==> config.mk <==
export PLATFORM = sky130hd
export DESIGN_NAME = wb_commit_queue_flat
export DESIGN_NICKNAME = d
export VERILOG_FILES = /design/src/rtl/wb_commit_queue_if.sv /design/src/rtl/wb_commit_queue.sv /design/src/flat_wrapper.sv
export SDC_FILE = /design/constraint.sdc
export NUM_CORES = 1
export LEC_CHECK = 0
export BUFFER_PORTS_ARGS = -buffer_cell sky130_fd_sc_hd__buf_2
export CORE_AREA = 2 2 101 103
export CTS_BUF_LIST = sky130_fd_sc_hd__clkbuf_8
export DETAILED_ROUTE_END_ITERATION = 8
export DIE_AREA = 0 0 103 105
export GPL_TIMING_DRIVEN = 0
export PLACE_DENSITY = 0.75
export SYNTH_ARGS = -nofsm -noshare
export SYNTH_HDL_FRONTEND = slang
export SYNTH_SLANG_ARGS = --single-unit
==> constraint.sdc <==
create_clock -name clk -period 2.7 [get_ports clk]
set_input_delay 0.135 -clock clk [delete_from_list [all_inputs] [get_ports clk]]
set_output_delay 0.135 -clock clk [all_outputs]
set_load 0.01 [all_outputs]
==> src/rtl/wb_commit_queue_if.sv <==
// Bus bundle for wb_commit_queue: producer handshakes, drain control,
// register-file write port, occupancy and bypass lookup.
interface wb_commit_queue_if #(
  parameter int DATA_W = 16,
  parameter int ADDR_W = 3,
  parameter int DEPTH  = 4
);
  localparam int CW = $clog2(DEPTH + 1);

  logic              alu_valid;
  logic              alu_ready;
  logic [ADDR_W-1:0] alu_rd;
  logic [DATA_W-1:0] alu_data;

  logic              ld_valid;
  logic              ld_ready;
  logic [ADDR_W-1:0] ld_rd;
  logic [DATA_W-1:0] ld_data;

  logic              hold;
  logic              flush;

  logic              rf_we;
  logic [ADDR_W-1:0] rf_waddr;
  logic [DATA_W-1:0] rf_wdata;

  logic [CW-1:0]     wb_count;

  logic [ADDR_W-1:0] byp_addr1;
  logic [ADDR_W-1:0] byp_addr2;
  logic              byp_hit1;
  logic              byp_hit2;
  logic [DATA_W-1:0] byp_data1;
  logic [DATA_W-1:0] byp_data2;

  // Upstream side: drives results, drain control and bypass lookups.
  modport master (
    output alu_valid, alu_rd, alu_data,
    output ld_valid, ld_rd, ld_data,
    output hold, flush,
    output byp_addr1, byp_addr2,
    input  alu_ready, ld_ready,
    input  rf_we, rf_waddr, rf_wdata,
    input  wb_count,
    input  byp_hit1, byp_hit2, byp_data1, byp_data2
  );

  // Queue side.
  modport slave (
    input  alu_valid, alu_rd, alu_data,
    input  ld_valid, ld_rd, ld_data,
    input  hold, flush,
    input  byp_addr1, byp_addr2,
    output alu_ready, ld_ready,
    output rf_we, rf_waddr, rf_wdata,
    output wb_count,
    output byp_hit1, byp_hit2, byp_data1, byp_data2
  );
endinterface

==> src/rtl/wb_commit_queue.sv <==
// wb_commit_queue: in-order writeback queue in front of the register file.
// Accepts one result per cycle (load path wins over ALU path), drains one
// entry per cycle onto a registered register-file write port.
// Optional feature macro: WB_BYPASS_EN enables the youngest-first bypass
// search; without it the bypass outputs are tied to zero.
module wb_commit_queue #(
  parameter int DATA_W = 16,
  parameter int ADDR_W = 3,
  parameter int DEPTH  = 4
) (
  input logic            clk,
  input logic            rst_n,
  wb_commit_queue_if.slave wb_if
);
  localparam int PW = (DEPTH > 1) ? $clog2(DEPTH) : 1;
  localparam int CW = $clog2(DEPTH + 1);

  logic [ADDR_W-1:0] entryRd_q   [DEPTH];
  logic [DATA_W-1:0] entryData_q [DEPTH];

  logic [PW-1:0]     wrPtr_q, wrPtr_d;
  logic [PW-1:0]     rdPtr_q, rdPtr_d;
  logic [CW-1:0]     count_q, count_d;

  logic              rfWe_q, rfWe_d;
  logic [ADDR_W-1:0] rfWaddr_q, rfWaddr_d;
  logic [DATA_W-1:0] rfWdata_q, rfWdata_d;

  logic              full;
  logic              ldReady;
  logic              aluReady;
  logic              push;
  logic              pop;
  logic [ADDR_W-1:0] pushRd;
  logic [DATA_W-1:0] pushData;

  // Acceptance and drain decisions, all derived from the pre-edge count so a
  // full queue refuses a push even when it drains in the same cycle.
  always_comb begin
    full     = (count_q == CW'(DEPTH));
    ldReady  = !full;
    aluReady = !full && !wb_if.ld_valid;
    push     = !wb_if.flush &&
               ((wb_if.ld_valid && ldReady) || (wb_if.alu_valid && aluReady));
    pushRd   = wb_if.ld_valid ? wb_if.ld_rd   : wb_if.alu_rd;
    pushData = wb_if.ld_valid ? wb_if.ld_data : wb_if.alu_data;
    pop      = (count_q != '0) && !wb_if.hold && !wb_if.flush;
  end

  // Next-state for pointers, occupancy and the register-file write port.
  always_comb begin
    wrPtr_d   = wrPtr_q;
    rdPtr_d   = rdPtr_q;
    count_d   = count_q;
    rfWe_d    = 1'b0;
    rfWaddr_d = rfWaddr_q;
    rfWdata_d = rfWdata_q;
    if (wb_if.flush) begin
      wrPtr_d = '0;
      rdPtr_d = '0;
      count_d = '0;
    end else begin
      if (push) begin
        wrPtr_d = wrPtr_q + PW'(1);
      end
      if (pop) begin
        rdPtr_d   = rdPtr_q + PW'(1);
        rfWe_d    = 1'b1;
        rfWaddr_d = entryRd_q[rdPtr_q];
        rfWdata_d = entryData_q[rdPtr_q];
      end
      count_d = count_q + CW'(push) - CW'(pop);
    end
  end

  // Control state and registered write port; reset discards everything at once.
  always_ff @(posedge clk or negedge rst_n) begin
    if (!rst_n) begin
      wrPtr_q   <= '0;
      rdPtr_q   <= '0;
      count_q   <= '0;
      rfWe_q    <= 1'b0;
      rfWaddr_q <= '0;
      rfWdata_q <= '0;
    end else begin
      wrPtr_q   <= wrPtr_d;
      rdPtr_q   <= rdPtr_d;
      count_q   <= count_d;
      rfWe_q    <= rfWe_d;
      rfWaddr_q <= rfWaddr_d;
      rfWdata_q <= rfWdata_d;
    end
  end

  // Entry storage; contents only matter while covered by count, so no reset.
  always_ff @(posedge clk) begin
    if (push) begin
      entryRd_q[wrPtr_q]   <= pushRd;
      entryData_q[wrPtr_q] <= pushData;
    end
  end

  assign wb_if.ld_ready  = ldReady;
  assign wb_if.alu_ready = aluReady;
  assign wb_if.rf_we     = rfWe_q;
  assign wb_if.rf_waddr  = rfWaddr_q;
  assign wb_if.rf_wdata  = rfWdata_q;
  assign wb_if.wb_count  = count_q;

`ifdef WB_BYPASS_EN
  // Returns {hit, data}: the write-port register is lowest priority, then
  // queue entries from oldest to youngest so the youngest match wins.
  function automatic logic [DATA_W:0] bypLookup(input logic [ADDR_W-1:0] addr);
    logic [DATA_W:0] res;
    logic [PW-1:0]   idx;
    res = '0;
    if (rfWe_q && (rfWaddr_q == addr)) begin
      res = {1'b1, rfWdata_q};
    end
    for (int i = 0; i < DEPTH; i++) begin
      idx = rdPtr_q + PW'(i);
      if ((CW'(i) < count_q) && (entryRd_q[idx] == addr)) begin
        res = {1'b1, entryData_q[idx]};
      end
    end
    return res;
  endfunction

  logic [DATA_W:0] byp1, byp2;

  // Two independent lookup ports for operand fetch.
  always_comb begin
    byp1 = bypLookup(wb_if.byp_addr1);
    byp2 = bypLookup(wb_if.byp_addr2);
  end

  assign wb_if.byp_hit1  = byp1[DATA_W];
  assign wb_if.byp_data1 = byp1[DATA_W-1:0];
  assign wb_if.byp_hit2  = byp2[DATA_W];
  assign wb_if.byp_data2 = byp2[DATA_W-1:0];
`else
  logic unused_bypAddr;
  assign unused_bypAddr  = ^{wb_if.byp_addr1, wb_if.byp_addr2};
  assign wb_if.byp_hit1  = 1'b0;
  assign wb_if.byp_data1 = '0;
  assign wb_if.byp_hit2  = 1'b0;
  assign wb_if.byp_data2 = '0;
`endif

endmodule

==> src/flat_wrapper.sv <==
// flat-port wrapper written by rule: the top's interface ports become plain ports
module wb_commit_queue_flat 
#(
  parameter int DATA_W = 16,
  parameter int ADDR_W = 3,
  parameter int DEPTH  = 4
)
  (clk, rst_n, wb_if_alu_valid, wb_if_alu_rd, wb_if_alu_data, wb_if_ld_valid, wb_if_ld_rd, wb_if_ld_data, wb_if_hold, wb_if_flush, wb_if_byp_addr1, wb_if_byp_addr2, wb_if_alu_ready, wb_if_ld_ready, wb_if_rf_we, wb_if_rf_waddr, wb_if_rf_wdata, wb_if_wb_count, wb_if_byp_hit1, wb_if_byp_hit2, wb_if_byp_data1, wb_if_byp_data2);
  wb_commit_queue_if #(.DATA_W(DATA_W), .ADDR_W(ADDR_W), .DEPTH(DEPTH)) wb_if_i ();
  input logic clk;
  input logic rst_n;
  input wire logic [$bits(wb_if_i.alu_valid)-1:0] wb_if_alu_valid;
  input wire logic [$bits(wb_if_i.alu_rd)-1:0] wb_if_alu_rd;
  input wire logic [$bits(wb_if_i.alu_data)-1:0] wb_if_alu_data;
  input wire logic [$bits(wb_if_i.ld_valid)-1:0] wb_if_ld_valid;
  input wire logic [$bits(wb_if_i.ld_rd)-1:0] wb_if_ld_rd;
  input wire logic [$bits(wb_if_i.ld_data)-1:0] wb_if_ld_data;
  input wire logic [$bits(wb_if_i.hold)-1:0] wb_if_hold;
  input wire logic [$bits(wb_if_i.flush)-1:0] wb_if_flush;
  input wire logic [$bits(wb_if_i.byp_addr1)-1:0] wb_if_byp_addr1;
  input wire logic [$bits(wb_if_i.byp_addr2)-1:0] wb_if_byp_addr2;
  output wire logic [$bits(wb_if_i.alu_ready)-1:0] wb_if_alu_ready;
  output wire logic [$bits(wb_if_i.ld_ready)-1:0] wb_if_ld_ready;
  output wire logic [$bits(wb_if_i.rf_we)-1:0] wb_if_rf_we;
  output wire logic [$bits(wb_if_i.rf_waddr)-1:0] wb_if_rf_waddr;
  output wire logic [$bits(wb_if_i.rf_wdata)-1:0] wb_if_rf_wdata;
  output wire logic [$bits(wb_if_i.wb_count)-1:0] wb_if_wb_count;
  output wire logic [$bits(wb_if_i.byp_hit1)-1:0] wb_if_byp_hit1;
  output wire logic [$bits(wb_if_i.byp_hit2)-1:0] wb_if_byp_hit2;
  output wire logic [$bits(wb_if_i.byp_data1)-1:0] wb_if_byp_data1;
  output wire logic [$bits(wb_if_i.byp_data2)-1:0] wb_if_byp_data2;
  assign wb_if_i.alu_valid = wb_if_alu_valid;
  assign wb_if_i.alu_rd = wb_if_alu_rd;
  assign wb_if_i.alu_data = wb_if_alu_data;
  assign wb_if_i.ld_valid = wb_if_ld_valid;
  assign wb_if_i.ld_rd = wb_if_ld_rd;
  assign wb_if_i.ld_data = wb_if_ld_data;
  assign wb_if_i.hold = wb_if_hold;
  assign wb_if_i.flush = wb_if_flush;
  assign wb_if_i.byp_addr1 = wb_if_byp_addr1;
  assign wb_if_i.byp_addr2 = wb_if_byp_addr2;
  assign wb_if_alu_ready = wb_if_i.alu_ready;
  assign wb_if_ld_ready = wb_if_i.ld_ready;
  assign wb_if_rf_we = wb_if_i.rf_we;
  assign wb_if_rf_waddr = wb_if_i.rf_waddr;
  assign wb_if_rf_wdata = wb_if_i.rf_wdata;
  assign wb_if_wb_count = wb_if_i.wb_count;
  assign wb_if_byp_hit1 = wb_if_i.byp_hit1;
  assign wb_if_byp_hit2 = wb_if_i.byp_hit2;
  assign wb_if_byp_data1 = wb_if_i.byp_data1;
  assign wb_if_byp_data2 = wb_if_i.byp_data2;
  wb_commit_queue #(.DATA_W(DATA_W), .ADDR_W(ADDR_W), .DEPTH(DEPTH)) u_core (.clk(clk), .rst_n(rst_n), .wb_if(wb_if_i));
endmodule
-- Yosys cells after proc, flatten, opt, wreduce, memory -nomap -nowiden
Memories as Yosys holds them, arrays and structs flattened. A register that Yosys moved wholly into a read port is not among the register bits.
Index checks and enable logic that the tools add are counted.
- register bits after elaboration: 8
- latch bits: 0
- RAM bits: 76
- bits in read-only memories: 0
- input port bits: 50
- output and inout bits: 59
- word-level logic and storage cells: 40
- memories kept: 2
- add/sub/neg operators: 4
- multipliers: 0
- div/mod/pow operators: 0
- order comparisons: 0
- eq/ne operators: 1
- shift-type cells: 0
- mux-type cells: 11
- bitwise gates (word level): 1
- reduce and logical (&&, ||, !) cells: 17
- memories (name ; words ; width ; read ports ; clocked after Yosys merged registers in ; write ports ; line ; RTL):
    u_core.entryData_q ; 4 ; 16 ; 1 ; 1 ; 1 ; wb_commit_queue.sv:19 ; logic [DATA_W-1:0] entryData_q [DEPTH];
    u_core.entryRd_q ; 4 ; 3 ; 1 ; 1 ; 1 ; wb_commit_queue.sv:18 ; logic [ADDR_W-1:0] entryRd_q [DEPTH];
- operators by type and width (kind ; count):
    $mux W16 ; 1
    $mux W2 ; 4
    $logic_and A1 B1 Y1 ; 6
    $logic_not A1 Y1 ; 6
    $mux W3 ; 2
    $add A2 B1 Y2 const B ; 2
    $mux W1 ; 4
    $reduce_bool A2 Y1 ; 2
    $add A3 B1 Y3 ; 1
    $eq A3 B3 Y1 const B ; 1
    $reduce_bool A3 Y1 ; 1
    $sub A3 B1 Y3 ; 1
    $reduce_and A2 Y1 ; 1
    $logic_or A1 B1 Y1 ; 1
    $not A1 Y1 ; 1

-- Longest topological paths before layout
- depth in word-level cells: 9
- mapped depth: 11
- mapped depth without buffers: 10

-- Least setup slack after synthesis
OpenSTA, ideal clock, no wires.
- path type: reg2reg
- from: reg u_core.count_q[1] (netlist: u_core.wb_if.wb_count[1])
- to: reg u_core.count_q[2] (netlist: u_core.wb_if.wb_count[2])
- arrival time: 2.225 ns
- path slack: 0.356 ns
- stages on the path, launching flop included: 12
- path through: dfrtp_1 nor3_1 or3_4 clkbuf_8 inv_1 ha_1 inv_1 ha_1 inv_1 fa_1 xnor2_1 nor2_1
- longest elaborated chain between the ends: 9
- elaborated cells on any way between the ends: 13
- RTL lines (item ; line ; RTL):
    from (decl) ; wb_commit_queue.sv:23 ; logic [CW-1:0] count_q, count_d;
    from (signal assigned) ; wb_commit_queue.sv:88 ; count_q <= count_d;
    $eq A3 B3 Y1 ; wb_commit_queue.sv:40 ; full = (count_q == CW'(DEPTH));
    $logic_not A1 Y1 ; wb_commit_queue.sv:41, wb_commit_queue.sv:42 ;
    $logic_and A1 B1 Y1 ; wb_commit_queue.sv:42 ; aluReady = !full && !wb_if.ld_valid;
    $logic_and A1 B1 Y1 ; wb_commit_queue.sv:44 ; ((wb_if.ld_valid && ldReady) || (wb_if.alu_valid && aluReady));
    $logic_or A1 B1 Y1 ; wb_commit_queue.sv:44 ;
    $logic_and A1 B1 Y1 ; wb_commit_queue.sv:43 ; push = !wb_if.flush &&
    $add A3 B1 Y3 ; wb_commit_queue.sv:72 ; count_d = count_q + CW'(push) - CW'(pop);
    $sub A3 B1 Y3 * ; wb_commit_queue.sv:72 ;
    $mux W3 * ; wb_commit_queue.sv:58 ; if (wb_if.flush) begin
    named net u_core.count_d[2] ; wb_commit_queue.sv:23 ;
Mark *: on every way through the listed nets, which the timed path passes. The rest lies on a longest branch.
A chain may end at the register's enable or synchronous reset.

-- Final worst setup path
- from: reg u_core.count_q[2] (netlist: u_core.wb_if.wb_count[2])
- to: mem u_core.entryData_q[0][3] (enable)
- longest elaborated chain between the ends: 8
- elaborated cells on any way between the ends: 9
- RTL lines (item ; line ; RTL):
    $eq A3 B3 Y1 * ; wb_commit_queue.sv:40 ;
    $logic_not A1 Y1 * ; wb_commit_queue.sv:41, wb_commit_queue.sv:42 ;
    $logic_and A1 B1 Y1 ; wb_commit_queue.sv:42 ;
    $logic_and A1 B1 Y1 ; wb_commit_queue.sv:44 ;
    $logic_or A1 B1 Y1 * ; wb_commit_queue.sv:44 ;
    $logic_and A1 B1 Y1 * ; wb_commit_queue.sv:43 ;
    $mux W1 * ; wb_commit_queue.sv:97 ; if (push) begin
    $mux W1 (implied by the code) * ; wb_commit_queue.sv:99 ; entryData_q[wrPtr_q] <= pushData;
    to (decl) ; wb_commit_queue.sv:19 ;
Every way passes the cells marked *; elsewhere a longest branch is shown, timed or not.

==> run metrics <==
Worst Path Max Fanout=19; synth warn=0; iteration-0 DRC count of the detailed router=around 140; Non-Filler Instances=497; Die Span X=103 um; Nets=416; first-pass GRT wire length=roughly 12000 um; clock-pin slew on the worst setup and hold paths=0.10 ns; Comb pwr share=0.281; synthesized flop and latch total=103; Core Util, Final=0.555; vias post-DR=2323; DR pass1 iterations=5; largest net degree at the start of global routing=28; post-synthesis async set-or-reset flop share=0.262; Crit Path Class=flop to flop; Reg2Reg Depth=3; Clock power frac=0.208; I/O pins=109; Int Pwr=2.97 mW; RSZ-0062 raised after global routing=false; HPWL Detailed=5070 um; Synth area leaders=edfxtp_1 (51%), dfrtp_1 (15%), mux4_1 (9.3%); reg2reg end=u_core.entryData_q[0][3]; Critical Path AT=2.39 ns; nature of the critical path endpoint=flop; die height=105 um; clk buf depth=2; worst slew pin tran=1.08 ns; area of the multi-input gates=roughly 1300 um^2; setup TNS=0 ns; f_max=415 MHz; total gr overflow=0; count of cell types in the netlist=30; Hold Path Class=primary input to flop; Starting Density=0.468; Final Max Slew Viols=0; GP Congestion=about 0.70; VDD IR max=roughly 0.34 mV; Wirelength per Cell=15.4 um; clk_skew=around 0.0092 ns; Synth area leader=edfxtp_1; Core ar.=9640 um^2; diodes inserted=0; total wire length=7640 um; # setup viols final=0; Worst slew margin=0.278; CP Launch Type=flop; Synth Area per Inst=between 15 and 20 um^2; Critical Path Start=u_core.wb_if.wb_count[2]; share of cells above drive strength 1=0.459; Post-synth EDFFs=between 70 and 80; worst setup path endpoint=u_core.entryData_q[0][3]; vias in the first global route=2279; post-synth design cell area=~4500 um^2; reg2reg start=u_core.wb_if.wb_count[2]; Seq/Total Area, Yosys=0.656; Area growth syn-to-layout=18.5%; DP Cell Count=479; Reg area=2960 um^2; Leak Pwr=approximately 2.2 nW; ANT nets after route=0; total CTS buffers=9; most instantiated library cell after synthesis=edfxtp_1; CP required=~2.7 ns; power after layout=4.21 mW; cell count after synthesis=about 250; sequential share of power=0.511; die area=10800 um^2; sw frac=0.293; max-cap viol count=0; H-tree levels=3; clock period minus worst slack=approximately 2.4 ns; Skew-Pair Late Insertion Delay=0.36 ns; Fillers=a little over 800; Switch Pwr=1.23 mW; Total GRT Usage=0.150; via/cell ratio=4.67; port bufs=67; Pwr Density=between 700 and 800 nW/um^2; Final Hold Viols=0; DRC viols=0; Top FF cell, synth=edfxtp_1; FP Rows=36; Synth top area share=0.506; antenna violations before repair=0; CTS tree=built; CTS root buf=clkbuf_8; clk sinks=103; final worst path period share=0.893; status=finished clean; setup slack, reg-to-reg=a little under 0.3 ns; Post-synth top cells=edfxtp_1 (76), mux2_2 (37), buf_4 (35)
-- power by group through the flow --
stage / Clock, mW / Combinational, mW / Sequential [mW]
2_1_floorplan: 0 / 0.729 / 2.24
3_3_place_gp: 0 / 1.17 / 2.17
3_5_place_dp: 0 / 1.20 / 2.19
4_1_cts: 0.898 / 1.20 / 2.15
5_1_grt: 0.960 / 1.30 / 2.19
6_report: 0.875 / 1.18 / 2.15
-- sequential cells by signal (all words and copies together) (netlist names) --
register               flops
u_core.entryData_q        64
u_core.entryRd_q          12
u_core.rdPtr_q             2
u_core.wb_if.rf_waddr      3
u_core.wb_if.rf_wdata     16
u_core.wb_if.rf_we         1
u_core.wb_if.wb_count      3
u_core.wrPtr_q             2
-- metrics by stage --
step | hold WS (ns) | setup WS, ns | instance area (um^2)
after global routing | 0.103 | 0.0704 | 5350
after floorplan | -0.161 | 0.356 | 4630
after global placement | 0.210 | 0.207 | 5130
after detailed placement | 0.211 | 0.164 | 5130
final | 0.0949 | 0.290 | 5350
after CTS | 0.0773 | 0.151 | 5340
-- worst min path at each step --
stage                    start                       end  slack (ns)  cells past startpoint
global placement         rst_n  u_core.wb_if.rf_wdata[1]        0.21                      1
global route        wb_if_hold         u_core.rdPtr_q[1]        0.10                      3
detailed placement       rst_n  u_core.wb_if.rf_wdata[1]        0.21                      1
floorplan                rst_n         u_core.rdPtr_q[0]       -0.16                      0
CTS                 wb_if_hold         u_core.rdPtr_q[0]        0.08                      3
finish              wb_if_hold         u_core.rdPtr_q[0]        0.09                      3
-- cell families after synthesis --
| logic type | after synthesis | synth area share |
|---|---|---|
| flip-flops | 103 | 0.656 |
| multiplexers | 57 | 0.204 |
| buffers and inverters | 51 | 0.0816 |
| AND/OR/NAND/NOR | 17 | 0.0233 |
| AO/OA/AOI/OAI | 8 | 0.00943 |
| adder cells (fa/ha/maj) | 7 | 0.0211 |
| XOR/XNOR | 2 | 0.00389 |
| other | 1 | 0.000832 |
-- per-layer routing --
metal	part of all wire	track usage	vias to the layer above
met5	0	0	-
met4	0.018	0.0620	0
met3	0.069	0.0361	12
met2	0.50	0.241	85
met1	0.41	0.194	1129
li1	-	-	1097
-- what timing repair did --
| item | CTS | global route |
|---|---|---|
| hold buffers | 2 | 0 |
| endpoints found under the hold margin | 33 | 0 |
| buffers inserted | 0 | 0 |
| endpoints found under the setup margin | 0 | 1 |
| resized for setup | 0 | 1 |
-- layout by cell type (no fill, tap or decap) --
cell type      count
buf_2             67
and2b_1            1
buf_6              2
or3_2              1
xnor2_1            1
mux2_4             1
or3_1              1
inv_2              1
clkinv_1           1
mux4_1            16
mux2_2            37
nor3_1             1
or3_4              1
conb_1            34
nor2_1             4
o21ai_0            3
dlygate4sd3_1      2
clkinv_4           3
ha_1               6
or4_1              1
nor3_2             1
clkinvlp_4         2
clkbuf_8          12
a21oi_1            4
clkinv_8           1
fa_1               1
nand3b_1           1
inv_1              7
nor3b_1            1
dfrtp_1           27
buf_4             35
mux4_2             3
clkbuf_1           3
o31ai_1            1
and2_1             4
edfxtp_1          76
xor2_1             1
-- worst max-delay path, stage by stage (launching register included) --
cell and delay [ns]:
dfrtp_1 0.43, nor3b_1 0.24, nor3_1 0.43, and2_1 0.92
-- final cells by class --
cell class                      instances  area share
Clock buffer                            9      0.0232
Timing Repair Buffer                   69      0.0665
Clock inverter                          7      0.0115
Sequential cell                       103       0.553
Tap cell                              133      0.0311
Multi-Input combinational cell        125       0.246
Inverter                                8     0.00562
Buffer                                 43      0.0632
No activity file was read; power rests on OpenSTA's default activity.
